==> src/rtl/sync_fifo_th2.sv <==
// Single-clock FIFO, any depth 2..256, with level/threshold status and sticky ovf/udf flags.
// Latency: FWFT data visible the cycle after the write (RD_REG=0), or one cycle after rd_en (RD_REG=1).
// Backpressure: writes are dropped while full and reads while empty; each drop sets a sticky error flag.
module sync_fifo_th2 #(
    parameter int W      = 8,
    parameter int DP     = 16,
    parameter int AW     = $clog2(DP + 1),
    parameter bit RD_REG = 1'b0
) (
    input  logic          clk,
    input  logic          reset,
    input  logic          flush,
    input  logic          wr_en,
    input  logic [W-1:0]  wr_data,
    output logic          full,
    output logic          afull,
    input  logic          rd_en,
    output logic [W-1:0]  rd_data,
    output logic          rd_valid,
    output logic          empty,
    output logic          aempty,
    input  logic [AW-1:0] cfg_afull_th,
    input  logic [AW-1:0] cfg_aempty_th,
    output logic [AW-1:0] level,
    output logic [AW-1:0] free_space,
    input  logic          err_clr,
    output logic          ovf_err,
    output logic          udf_err
);
    localparam int            PW       = $clog2(DP);
    localparam logic [AW-1:0] DP_L     = AW'(DP);
    localparam logic [PW-1:0] PTR_LAST = PW'(DP - 1);

    logic [W-1:0]  mem_q [DP];
    logic [PW-1:0] wr_ptr_q, wr_ptr_d, rd_ptr_q, rd_ptr_d;
    logic [AW-1:0] level_q, level_d;
    logic          ovf_q, ovf_d, udf_q, udf_d;
    logic          wr_acc, rd_acc;

    assign full       = (level_q == DP_L);
    assign empty      = (level_q == '0);
    assign afull      = (level_q >= cfg_afull_th);
    assign aempty     = (level_q <= cfg_aempty_th);
    assign level      = level_q;
    assign free_space = DP_L - level_q;
    assign ovf_err    = ovf_q;
    assign udf_err    = udf_q;

    always_comb begin
        wr_acc   = wr_en & ~full & ~flush;
        rd_acc   = rd_en & ~empty & ~flush;
        wr_ptr_d = wr_ptr_q;
        rd_ptr_d = rd_ptr_q;
        level_d  = level_q;
        // a fresh error event outranks a clear arriving in the same cycle
        ovf_d    = (wr_en & full & ~flush) | (ovf_q & ~err_clr);
        udf_d    = (rd_en & empty & ~flush) | (udf_q & ~err_clr);
        if (flush) begin
            wr_ptr_d = '0;
            rd_ptr_d = '0;
            level_d  = '0;
        end else begin
            if (wr_acc) wr_ptr_d = (wr_ptr_q == PTR_LAST) ? '0 : wr_ptr_q + 1'b1;
            if (rd_acc) rd_ptr_d = (rd_ptr_q == PTR_LAST) ? '0 : rd_ptr_q + 1'b1;
            if (wr_acc && !rd_acc)      level_d = level_q + 1'b1;
            else if (rd_acc && !wr_acc) level_d = level_q - 1'b1;
        end
    end

    always_ff @(posedge clk) begin
        if (reset) begin
            wr_ptr_q <= '0;
            rd_ptr_q <= '0;
            level_q  <= '0;
            ovf_q    <= 1'b0;
            udf_q    <= 1'b0;
        end else begin
            wr_ptr_q <= wr_ptr_d;
            rd_ptr_q <= rd_ptr_d;
            level_q  <= level_d;
            ovf_q    <= ovf_d;
            udf_q    <= udf_d;
        end
    end

    // storage is deliberately left unreset
    always_ff @(posedge clk) begin
        if (wr_acc) mem_q[wr_ptr_q] <= wr_data;
    end

    generate
        if (RD_REG) begin : g_rd_reg
            logic [W-1:0] rd_data_q, rd_data_d;
            logic         rd_valid_q, rd_valid_d;

            always_comb begin
                rd_data_d  = rd_data_q;
                rd_valid_d = rd_acc;
                if (rd_acc) rd_data_d = mem_q[rd_ptr_q];
            end

            always_ff @(posedge clk) begin
                if (reset) begin
                    rd_data_q  <= '0;
                    rd_valid_q <= 1'b0;
                end else begin
                    rd_data_q  <= rd_data_d;
                    rd_valid_q <= rd_valid_d;
                end
            end

            assign rd_data  = rd_data_q;
            assign rd_valid = rd_valid_q;
        end else begin : g_rd_fwft
            assign rd_data  = mem_q[rd_ptr_q];
            assign rd_valid = ~empty;
        end
    endgenerate

`ifndef SYNTHESIS
    always @(posedge clk) begin
        if (!reset) begin
            assert (level_q <= DP_L) else $error("sync_fifo_th2: level above depth");
            assert (({1'b0, level_q} + {1'b0, free_space}) == {1'b0, DP_L})
                else $error("sync_fifo_th2: level + free_space != depth");
            assert (!(full && empty)) else $error("sync_fifo_th2: full and empty together");
            if (wr_en && full && !flush)  $warning("sync_fifo_th2: write dropped while full");
            if (rd_en && empty && !flush) $warning("sync_fifo_th2: read dropped while empty");
        end
    end
`endif

endmodule

==> config.mk <==
export PLATFORM = sky130hd
export DESIGN_NAME = sync_fifo_th2
export DESIGN_NICKNAME = d
export VERILOG_FILES = /design/src/rtl/sync_fifo_th2.sv
export SDC_FILE = /design/constraint.sdc
export NUM_CORES = 1
export LEC_CHECK = 0
export BUFFER_PORTS_ARGS = -buffer_cell sky130_fd_sc_hd__buf_4
export CORE_MARGIN = 2
export CORE_UTILIZATION = 45
export CTS_BUF_LIST = sky130_fd_sc_hd__clkbuf_4
export CTS_CLUSTER_DIAMETER = 30
export DETAILED_ROUTE_END_ITERATION = 10
export GPL_ROUTABILITY_DRIVEN = 0
export PLACE_DENSITY = 0.69
export SLEW_MARGIN = 20
export SYNTH_ARGS = -nofsm -noshare
export SYNTH_HDL_FRONTEND = slang
export SYNTH_SLANG_ARGS = --single-unit
export TNS_END_PERCENT = 5
==> constraint.sdc <==
create_clock -name clk -period 3.71 [get_ports clk]
set_clock_uncertainty 0.15 [all_clocks]
set_input_delay 0.1855 -clock clk [delete_from_list [all_inputs] [get_ports clk]]
set_output_delay 0.1855 -clock clk [all_outputs]
set_load 0.02 [all_outputs]
# Word-level counts from Yosys, hierarchy flattened
# Memory sizes are Yosys's and may differ from the RTL's. A register that Yosys moved wholly into a read port is not among the register bits.
# Cells that the tools add are included.
totals:
  regBits: 15
  latchBits: 0
  mem_bits_rw: 128
  mem_bits_ro: 0
  input_bits: 24
  output_inout_bits: 25
  elab_cells: 47
  memories: 1
mem_list:
  columns: ["memory", "depth", "width", "read_ports", "rd_ports_with_merged_regs", "wr", "line_no", "source"]
  rows:
  - ["mem_q", 16, 8, 1, 1, 1, "34", "logic [W-1:0] mem_q [DP];"]
classes:
  n_addsub: 5
  multipliers: 0
  n_div: 0
  order_cmp: 2
  eq_ne: 3
  shift: 0
  muxes: 8
  bitwise_logic: 16
  n_reduce_logical: 7
ops:
  columns: ["operator", "n"]
  rows:
  - ["4-bit 2-to-1 mux", 4]
  - ["1-bit bitwise AND", 10]
  - ["5-bit 2-to-1 mux", 2]
  - ["4-bit by 1-bit adder with 4-bit output (second input constant)", 2]
  - ["4-bit == test (second input constant)", 2]
  - ["5-bit by 1-bit adder with 5-bit output (second input constant)", 1]
  - ["5-bit == test (second input constant)", 1]
  - ["5-bit greater-or-equal comparator", 1]
  - ["5-bit <= comparator", 1]
  - ["5-bit zero test", 1]
  - ["5-bit by 1-bit subtractor with 5-bit output (second input constant)", 1]
  - ["5-bit subtractor (first input constant)", 1]
  - ["1-bit inverter", 4]
  - ["1-bit logical AND", 2]
  - ["1-bit zero test", 2]
  - ["1-bit 2-to-1 mux", 2]
  - ["1-bit OR", 2]
  - ["2-bit nonzero test", 1]
  - ["2-bit OR reduction", 1]

# Logic depth before layout (Yosys ltp)
# Gate-level depths: netlist (run 1).
depth:
  word_depth: 8
  mapped_depth: 14
  ltp_nobuf: 13

# Worst setup path before layout (run 1)
# OpenSTA, ideal clock, no wires.
synth_path:
  kind: "register -> register"
  from: "register level_q[0], in the netlist level[0]"
  to: "register level_q[4], in the netlist level[4]"
  setup_time_ns: 0.072
  t_arrival_ns: 3.163
  required_ns: 3.488
  slack_ns: 0.326
  path_stages_with_launch: 15
  n_path_buf: 1
  synth_period_minus_slack_ns: 3.384
  path_cell_list: "dfxtp_1 -> inv_1 -> ha_1 -> nor3b_1 -> ha_1 -> or3b_1 -> clkbuf_1 -> inv_2 -> ha_1 -> inv_1 -> ha_1 -> nand2b_1 -> a21oi_1 -> mux2i_1 -> mux2i_1"
synth_via:
  elab_chain_len: 7
  elab_cells_between_ends: 17
  cone_classes: "add/sub (2); eq/ne (1); mux (2); bitwise (6); reduce/logical (6)"
synth_rtl:
  columns: ["item", "line_no", "source"]
  rows:
  - ["start, declared", "36", "logic [AW-1:0] level_q, level_d;"]
  - ["start signal, assigned", "80", "level_q <= level_d;"]
  - ["5-bit == test *", "40", "assign full = (level_q == DP_L);"]
  - ["net full", "15", "output logic full,"]
  - ["1-bit inverter *", "50", "wr_acc = wr_en & ~full & ~flush;"]
  - ["1-bit bitwise AND * (2 in a row)", "50", null]
  - ["net wr_acc", "38", "logic wr_acc, rd_acc;"]
  - ["1-bit zero test", "66", "else if (rd_acc && !wr_acc) level_d = level_q - 1'b1;"]
  - ["1-bit logical AND", "66", null]
  - ["2-bit nonzero test (no source line)", null, null]
# The timed path passes the listed nets; every way through them passes the cells marked *. The select of a mux whose other input is x is not followed.
# A chain may end at the register's enable or synchronous reset.

# Worst setup path in the final report (run 1)
layout_path:
  from: "register level_q[0], in the netlist level[0]"
  to: "register level_q[4], in the netlist level[4]"
layout_via:
  elab_chain_len: 7
  elab_cells_between_ends: 17
  cone_classes: "add/sub (2); eq/ne (1); mux (2); bitwise (6); reduce/logical (6)"
layout_rtl:
  columns: ["item", "line_no"]
  rows:
  - ["5-bit == test *", "40"]
  - ["1-bit inverter *", "50"]
  - ["1-bit bitwise AND * (2 in a row)", "50"]
  - ["net wr_acc", "38"]
  - ["1-bit zero test", "66"]
  - ["1-bit logical AND", "66"]
  - ["2-bit nonzero test (no source line)", null]
# Marked as above.

==> metrics.csv, run 1 <==
metric,value,unit
Fin. Hold Viols,0,
fin crit share,92.76,%
Synth Flop Type,edfxtp_1,
R2R cell count,13,
pwr/cell area,425.0,nW/um2
vias in the first global route,3545,
"Reg clk slew, reported paths",0.12,ns
Pins Over Slew Limit,0,
Slew HR,56.01,%
CP top delay family,adder cells,
Worst path most repeated cell,ha_1,
largest net degree at the start of global routing,33,
Mapped Area,6185,um2
Syn Area/Cell,16.76,um2
fmax,290.6,MHz
H-Tree Depth,4,
post-place setup slack,0.2582,ns
via/cell ratio,5.394,
I/O Buffers,48,
total inserted antenna cells,0,
Syn Inst Count,369,
Residual DRC,0,
post-synthesis sequential area ratio,68.30,%
crit-path cells,inv_1 > ha_1 > nor3b_1 > ha_1 > or3b_1 > inv_2 > ha_1 > inv_1 > ha_1 > nand2b_1 > a21oi_1 > mux2i_1 > mux2i_1,
Post-synth EDFFs,128,
asr flop ratio synth,0,%
TritonCTS clock tree,built,
antenna violations before repair,0,
Hold Path Depth,4,
Worst-Margin Slew,0.6585,ns
drt total wl,12.31,mm
most frequent cells in the layout,"128 x edfxtp_1, 67 x buf_4, 30 x nor2_1, 23 x mux4_2, 22 x ha_1",
Crit. End Element,flip-flop,
IO Pins,49,
"commonest non-fill, non-tap cell in the layout",edfxtp_1,
RSZ-0062 raised after global routing,no,
Starting Density,46.33,%
CTS Sinks,147,
slowest CP cell,or3b_1,
#FFs+latches synth,147,
via count,3436,
layout cell share with drive strength beyond 1,26.03,%
max incr delay on CP,0.49,ns
Total Power,3057,uW
final setup TNS,0,ns
WP depth,13,
status,"complete, no violations",
Startpoint Class,flip-flop,
DRT antenna net count,0,
Max-Cap Viols,0,
DR pass1 iterations,5,
Worst Path Buf+Inv,3,
number of CTS-inserted buffers,17,
Wirelength per Cell,19.32,um
clock root cell,clkbuf_4,
final net count,498,
syn_nets,416,
Die Ht,121.2,um
Final Cell Area,7193,um2
Netlist cell types,38,
Critical Path AT,3.77,ns
CORE AREA,13350,um2
Worst EP required,4.04,ns
final setup violation count,0,
DIE AREA,14700,um2
Die Width,121.2,um
CP max FO,7,
total grt overflow,0,
hpwl dp,8.177,mm
first-pass GRT wire length,19.19,mm
Hold Path Class,primary input to flip-flop,
worst skew pair latency,0.54,ns
area grow syn2layout,16.31,%
final setup margin,0.2684,ns
Site Rows,42,
placed cell area,6793,um2
Lkg Pwr,0.002551,uW
Max VDD drop,0.0002083,V
yosys synthesis warning count,0,
drt first-iter violations,392,
critical path class,flip-flop to flip-flop,
WHS,0.1334,ns
CTS Buffer Depth,2,
crit path time final,3.442,ns
GRT Resource Usage Total,18.29,%
[timing repair]
action / CTS / global route
hold buffers: 13 / 0
endpoints found under the hold margin: 147 / 0
setup endpoints to repair: 0 / 1
setup buffers: 0 / 0
gates resized for setup: 0 / 1
[layer usage]
metal  up-vias  track usage [%]  share of wire, %
li1       1589                -                 -
met1      1701            24.35                44
met2       131            29.46                49
met3        15            4.840               6.0
met4         0            6.034               1.1
met5         -                0                 0
[registers in the layout (all words and copies together) (netlist names), named ones only]
register,count
rd_ptr_q,4
udf_err,1
ovf_err,1
mem_q,128
level,5
wr_ptr_q,4
[cell families after synthesis]
| group | synth area share [%] |
|---|---|
| DFF | 68.30 |
| and+or+nand+nor | 6.171 |
| AOI/OAI and AO/OA | 4.127 |
| buffers and inverters | 3.095 |
| muxes | 12.68 |
| adders and majority gates | 4.774 |
| xor gates and xnor gates | 0.8498 |
[path summary, 6_finish.rpt]
check / start / end / slack [ns]
setup / recovery: level[0] / level[4] / 0.27
hold reg to reg: wr_ptr_q[1] / wr_ptr_q[1] / 0.40
hold / removal: wr_en / wr_ptr_q[0] / 0.13
setup reg to reg: level[0] / level[4] / 0.27
[final cells by class]
| class | instances | area (um2) |
|---|---|---|
| clock buffers | 17 | 127.6 |
| clock inverters | 12 | 141.4 |
| fillers | 1089 | 6155 |
| inverters | 20 | 75.07 |
| multi-input cells | 185 | 1769 |
| flip-flops and latches | 147 | 4227 |
| well taps | 176 | 220.2 |
| repair buffers | 80 | 633.1 |
[synthesized netlist by cell type, types with 2 or more instances]
| master | number | area, um2 |
|---|---|---|
| edfxtp_1 | 128 | 3844 |
| nor2_1 | 30 | 112.6 |
| mux4_2 | 23 | 518.0 |
| ha_1 | 22 | 275.3 |
| nand2_1 | 21 | 78.83 |
| dfxtp_1 | 19 | 380.4 |
| inv_1 | 19 | 71.32 |
| a21oi_1 | 16 | 80.08 |
| a22oi_1 | 16 | 120.1 |
| mux4_1 | 9 | 236.5 |
| nor3_1 | 7 | 35.03 |
| nand2b_1 | 6 | 37.54 |
| clkbuf_1 | 5 | 18.77 |
| buf_2 | 4 | 20.02 |
| nand3_1 | 4 | 20.02 |
| buf_6 | 3 | 33.78 |
| mux2i_1 | 3 | 30.03 |
| or3b_1 | 3 | 26.28 |
| xnor2_1 | 3 | 26.28 |
| xor2_1 | 3 | 26.28 |
| a21o_1 | 2 | 15.01 |
| a311oi_1 | 2 | 17.52 |
| buf_4 | 2 | 15.01 |
| clkdlybuf4s25_2 | 2 | 20.02 |
| nand3b_1 | 2 | 15.01 |
| o21ai_0 | 2 | 10.01 |
| o22ai_1 | 2 | 12.51 |
[power breakdown]
group	switching (uW)	internal (uW)	leakage (uW)	total, uW
registers	14.4	1800	0.00131	1820
clock network	523	449	0.000146	972
logic	146	121	0.00110	267
[worst reg2reg max path, stage by stage, from the launching register on]
cell and delay, ns:
dfxtp_1 0.46, inv_1 0.15, ha_1 0.24, nor3b_1 0.18, ha_1 0.23, or3b_1 0.49
inv_2 0.16, ha_1 0.24, inv_1 0.11, ha_1 0.34, nand2b_1 0.07, a21oi_1 0.15
mux2i_1 0.23, mux2i_1 0.19
[per-stage QoR]
step	cells	util, %
4_1_cts	637	53.88
5_1_grt	637	53.89
2_1_floorplan	369	-
3_3_place_gp	595	50.89
6_report	637	53.89
3_5_place_dp	595	50.89
No activity file was read; power rests on OpenSTA's default activity.
==> run 2: changes to the inputs <==
- CORE_ASPECT_RATIO: not set -> 1.2
==> metrics.csv, run 2 (same netlist as run 1, synthesis figures left out) <==
metric,value,unit,change
final net count,499,,+0.20%
fmax,290.3,MHz,about the same
area grow syn2layout,16.12,%,
IO Pins,49,,unchanged
Residual DRC,0,,unchanged
CORE AREA,13350,um2,about the same
Post-Route Utilization,53.79,%,-0.10 points
combinational share of power,8.7,%,about the same
Lkg Pwr,0.002562,uW,+0.43%
CP max FO,7,,unchanged
vias in the first global route,3612,,+1.9%
Switching Fraction,22.48,%,+0.11 points
Fin. Hold Viols,0,,unchanged
clock root cell,clkbuf_4,,
Die Ht,132.4,um,+9.2%
Pins Over Slew Limit,0,,unchanged
RSZ-0062 raised after global routing,no,,
critical path class,flip-flop to flip-flop,,
drt first-iter violations,285,,-27%
status,"complete, no violations",,
slowest CP cell,or3b_1,,
Critical Path AT,3.73,ns,-0.04 ns
Max VDD drop,0.0001988,V,-4.6%
number of CTS-inserted buffers,17,,unchanged
GRT Resource Usage Total,16.96,%,-1.3 points
Int Power,2329,uW,-1.9%
most frequent cells in the layout,"128 x edfxtp_1, 68 x buf_4, 30 x nor2_1, 23 x mux4_2, 22 x ha_1",,
fin crit share,92.85,%,about the same
clock network power share,30.8,%,-1.0 points
final setup violation count,0,,unchanged
TritonCTS clock tree,built,,
layout cell share with drive strength beyond 1,26.88,%,+0.85 points
first-pass GRT wire length,18.89,mm,-1.5%
max incr delay on CP,0.48,ns,about the same
DR pass1 iterations,4,,-1
Site Rows,46,,+9.5%
Worst-Margin Slew,0.7064,ns,+0.04793 ns
Crit. End Element,flip-flop,,
CTS Buffer Depth,2,,unchanged
largest net degree at the start of global routing,22,,-33%
via/cell ratio,5.379,,-0.28%
Worst EP required,4.00,ns,-0.04 ns
drt total wl,11.76,mm,-4.5%
Wirelength per Cell,18.57,um,-3.9%
I/O Buffers,48,,unchanged
switching power,675.4,uW,-1.2%
Hold Path Class,primary input to flip-flop,,
DRT antenna net count,0,,unchanged
total grt overflow,0,,unchanged
fill cell count,1091,,+0.18%
"commonest non-fill, non-tap cell in the layout",edfxtp_1,,
final setup TNS,0,ns,unchanged
WHS,0.1018,ns,-0.03160 ns
Worst path most repeated cell,ha_1,,
total inserted antenna cells,0,,unchanged
via count,3405,,-0.90%
crit path time final,3.445,ns,+0.003013 ns
Die Width,111.0,um,-8.4%
CTS Sinks,147,,unchanged
worst skew pair latency,0.51,ns,-0.03 ns
Slew HR,52.81,%,-3.2 points
pwr/cell area,418.3,nW/um2,-1.6%
hpwl dp,8.287,mm,+1.3%
crit-path cells,inv_1 > ha_1 > nor3b_1 > ha_1 > or3b_1 > inv_2 > ha_1 > inv_1 > ha_1 > nand2b_1 > a21oi_1 > mux2i_1 > mux2i_1,,
Seq pwr share,60.5,%,+1.0 points
Starting Density,46.32,%,about the same
DIE AREA,14700,um2,about the same
max reg flops,128,,unchanged
Startpoint Class,flip-flop,,
H-Tree Depth,4,,unchanged
Max-Cap Viols,0,,unchanged
most flop-heavy register,mem_q,,
antenna violations before repair,0,,unchanged
"Reg clk slew, reported paths",0.11,ns,about the same
## run 2: changes by cell type in the layout (fill, tap and decap cells not counted), sizes merged
cell / before / now
buf: 67 / 68
clkinv: 7 / 8
bufinv: 3 / 2
clkbuf: 17 / 19
inv: 21 / 22
## run 2: per-layer routing
metal | vias up | GRT usage, % | wire (um)
li1 | 1598 | - | -
met1 | 1676 | 19.96 | 4693
met2 | 111 | 29.45 | 6182
met3 | 20 | 5.314 | 648
met4 | 0 | 6.173 | 230
met5 | - | 0 | 0
## run 2: final cells by class
cell class / instances / area (um2) / area share, %
Clock buffer: 19 / 142.6 / 1.986
Clock inverter: 13 / 117.6 / 1.638
Inverter: 20 / 75.07 / 1.045
Multi-Input combinational cell: 185 / 1769 / 24.63
Sequential cell: 147 / 4227 / 58.85
Tap cell: 168 / 210.2 / 2.927
Timing Repair Buffer: 81 / 640.6 / 8.920
## run 2: path summary, 6_finish.rpt
kind              slack [ns]           to  cells after the start         from
setup reg to reg        0.27     level[4]                     13     level[0]
hold / removal          0.10  wr_ptr_q[0]                      4        wr_en
hold reg to reg         0.38  rd_ptr_q[3]                      2  rd_ptr_q[3]
setup / recovery        0.27     level[4]                     13     level[0]
## run 2: stage by stage
stage | worst slack, ns | cells | area [um2] | total power, uW
after CTS | 0.2242 | 633 | 7181 | 3038
after floorplan | 0.3259 | 369 | 6185 | 2001
after global routing | 0.01376 | 633 | 7182 | 3136
after global placement | 0.3799 | 588 | 6790 | 2102
after detailed placement | 0.2621 | 588 | 6790 | 2108
final | 0.2654 | 633 | 7182 | 3004
## run 2: power by group through the flow
stage	Sequential, uW	Clock, uW	Combinational, uW
6_report	1820	925	261
2_1_floorplan	1860	0	145
3_3_place_gp	1860	0	247
3_5_place_dp	1860	0	252
5_1_grt	1820	1020	290
4_1_cts	1820	956	264
## run 2: what timing repair did
| item | CTS | global route |
|---|---|---|
| setup endpoints to repair | 0 | 1 |
| resized for setup | 0 | 1 |
| hold buffers | 13 | 0 |
| endpoints found under the hold margin | 147 | 0 |
| buffers inserted | 0 | 0 |
## run 2: worst max-delay path, delay by kind of cell (launching register included)
kind / cells / cell delay, ns
fa+ha+maj: 4 / 1.03
simple gates: 3 / 0.71
buf+inv: 3 / 0.41
compound gates: 1 / 0.16
mux: 2 / 0.43
flops: 1 / 0.47
==> run 3: changes to the inputs <==
- MAX_ROUTING_LAYER: not set -> met4
==> metrics.csv, run 3 (same netlist as run 1, synthesis figures left out) <==
metric,value,unit,change
worst skew pair latency,0.52,ns,about the same
number of CTS-inserted buffers,17,,unchanged
drt first-iter violations,269,,-5.6%
Residual DRC,0,,unchanged
CTS Sinks,147,,unchanged
Site Rows,46,,unchanged
largest net degree at the start of global routing,22,,unchanged
Lkg Pwr,0.002562,uW,unchanged
most flop-heavy register,mem_q,,
Slew HR,53.39,%,+0.58 points
pwr/cell area,419.0,nW/um2,+0.17%
layout cell share with drive strength beyond 1,26.88,%,unchanged
GRT Resource Usage Total,17.60,%,+0.64 points
DR pass1 iterations,4,,unchanged
area grow syn2layout,16.12,%,unchanged
final cell count without fillers,633,,unchanged
Worst Path Buf+Inv,3,,unchanged
Pins Over Slew Limit,0,,unchanged
clock root cell,clkbuf_4,,
Hold EP,wr_ptr_q[0],,
CTS Buffer Depth,2,,unchanged
R2R Setup Slk,0.26,ns,about the same
DIE AREA,14700,um2,unchanged
total grt overflow,0,,unchanged
Die Width,111.0,um,unchanged
Starting Density,46.32,%,unchanged
total inserted antenna cells,0,,unchanged
R2R cell count,13,,unchanged
Post-Route Utilization,53.79,%,unchanged
first-pass GRT wire length,18.93,mm,+0.18%
slowest CP cell,or3b_1,,
most frequent cells in the layout,"128 x edfxtp_1, 68 x buf_4, 30 x nor2_1, 23 x mux4_2, 22 x ha_1",,
Worst path most repeated cell,ha_1,,
dpl cells,588,,unchanged
final setup margin,0.2590,ns,-0.006417 ns
Critical Path AT,3.75,ns,+0.02 ns
RSZ-0062 raised after global routing,no,,
via count,3414,,+0.26%
max reg flops,128,,unchanged
status,"complete, no violations",,
H-Tree Depth,4,,unchanged
CP top delay family,adder cells,,
"Reg clk slew, reported paths",0.12,ns,about the same
"commonest non-fill, non-tap cell in the layout",edfxtp_1,,
antenna violations before repair,0,,unchanged
post-place setup slack,0.2621,ns,unchanged
via/cell ratio,5.393,,+0.26%
Worst EP required,4.01,ns,about the same
Fin. Hold Viols,0,,unchanged
TritonCTS clock tree,built,,
fin crit share,93.02,%,+0.17 points
max incr delay on CP,0.48,ns,about the same
Crit. End Element,flip-flop,,
CORE AREA,13350,um2,unchanged
Hold Path Depth,4,,unchanged
final net count,499,,unchanged
Hold Path Class,primary input to flip-flop,,
IO Pins,49,,unchanged
Wirelength per Cell,18.58,um,about the same
fmax,289.8,MHz,-0.19%
Die Ht,132.4,um,unchanged
crit path time final,3.451,ns,+0.006417 ns
vias in the first global route,3600,,-0.33%
Worst-Margin Slew,0.6978,ns,-0.008629 ns
FF-to-FF Start,level[0],,
Startpoint Class,flip-flop,,
worst r2r dst,level[4],,
DRT antenna net count,0,,unchanged
critical path class,flip-flop to flip-flop,,
CP max FO,7,,unchanged
hpwl dp,8.287,mm,unchanged
I/O Buffers,48,,unchanged
drt total wl,11.76,mm,about the same
final setup TNS,0,ns,unchanged
crit-path cells,inv_1 > ha_1 > nor3b_1 > ha_1 > or3b_1 > inv_2 > ha_1 > inv_1 > ha_1 > nand2b_1 > a21oi_1 > mux2i_1 > mux2i_1,,
final setup violation count,0,,unchanged
HP Start,wr_en,,
Max-Cap Viols,0,,unchanged
Max VDD drop,0.0001980,V,-0.41%
==> run 3: worst register-to-register path: cells and delay by family, from the launching register on <==
kind | cells | cell delay, ns
multiplexers | 2 | 0.43
flip-flops | 1 | 0.47
AND/OR/NAND/NOR | 3 | 0.71
AO/OA/AOI/OAI | 1 | 0.16
adder cells (fa/ha/maj) | 4 | 1.03
buffers and inverters | 3 | 0.41
==> run 3: worst max-delay path by stage <==
| stage | from | to | slack (ns) | depth (start not counted) |
|---|---|---|---|---|
| 2_1_floorplan | level[0] | level[4] | 0.33 | 14 |
| 3_3_place_gp | level[1] | level[4] | 0.38 | 13 |
| 3_5_place_dp | level[1] | level[4] | 0.26 | 13 |
| 4_1_cts | level[1] | level[4] | 0.22 | 13 |
| 5_1_grt | level[0] | level[4] | 0.01 | 13 |
| 6_report | level[0] | level[4] | 0.26 | 13 |
==> run 3: final cells by class <==
cell class              instances  area [um2]
fillers                      1091        6171
flip-flops and latches        147        4227
multi-input cells             185        1769
repair buffers                 81       640.6
well taps                     168       210.2
clock buffers                  19       142.6
clock inverters                13       117.6
inverters                      20       75.07
==> run 3: per-layer routing <==
metal  GRT usage (%)  vias up  wire, um
met5               -        -         0
met4           6.173        0       265
met3           5.497       21       662
met2           29.45      116      6145
met1           20.21     1680      4687
li1                -     1597         -
==> run 3: repair_timing <==
item	in CTS	in global routing
endpoints found under the hold margin	147	0
gates resized for setup	0	1
buffers inserted	0	0
setup endpoints to repair	0	1
hold buffers	13	0
==> run 3: per-stage QoR <==
step / area (um2) / power [uW] / hold WS, ns
floorplan: 6185 / 2001 / 0.1046
global placement: 6790 / 2102 / 0.2215
detailed placement: 6790 / 2108 / 0.2293
CTS: 7181 / 3038 / 0.05166
global route: 7182 / 3138 / 0.1069
finish: 7182 / 3009 / 0.09024
==> run 3: power by group <==
group	switching (uW)	leakage, uW	internal [uW]	total, uW
registers	13.8	0.00131	1800	1820
logic	140	0.00110	121	261
clock network	527	0.000151	403	930
total	681	0.00256	2330	3010
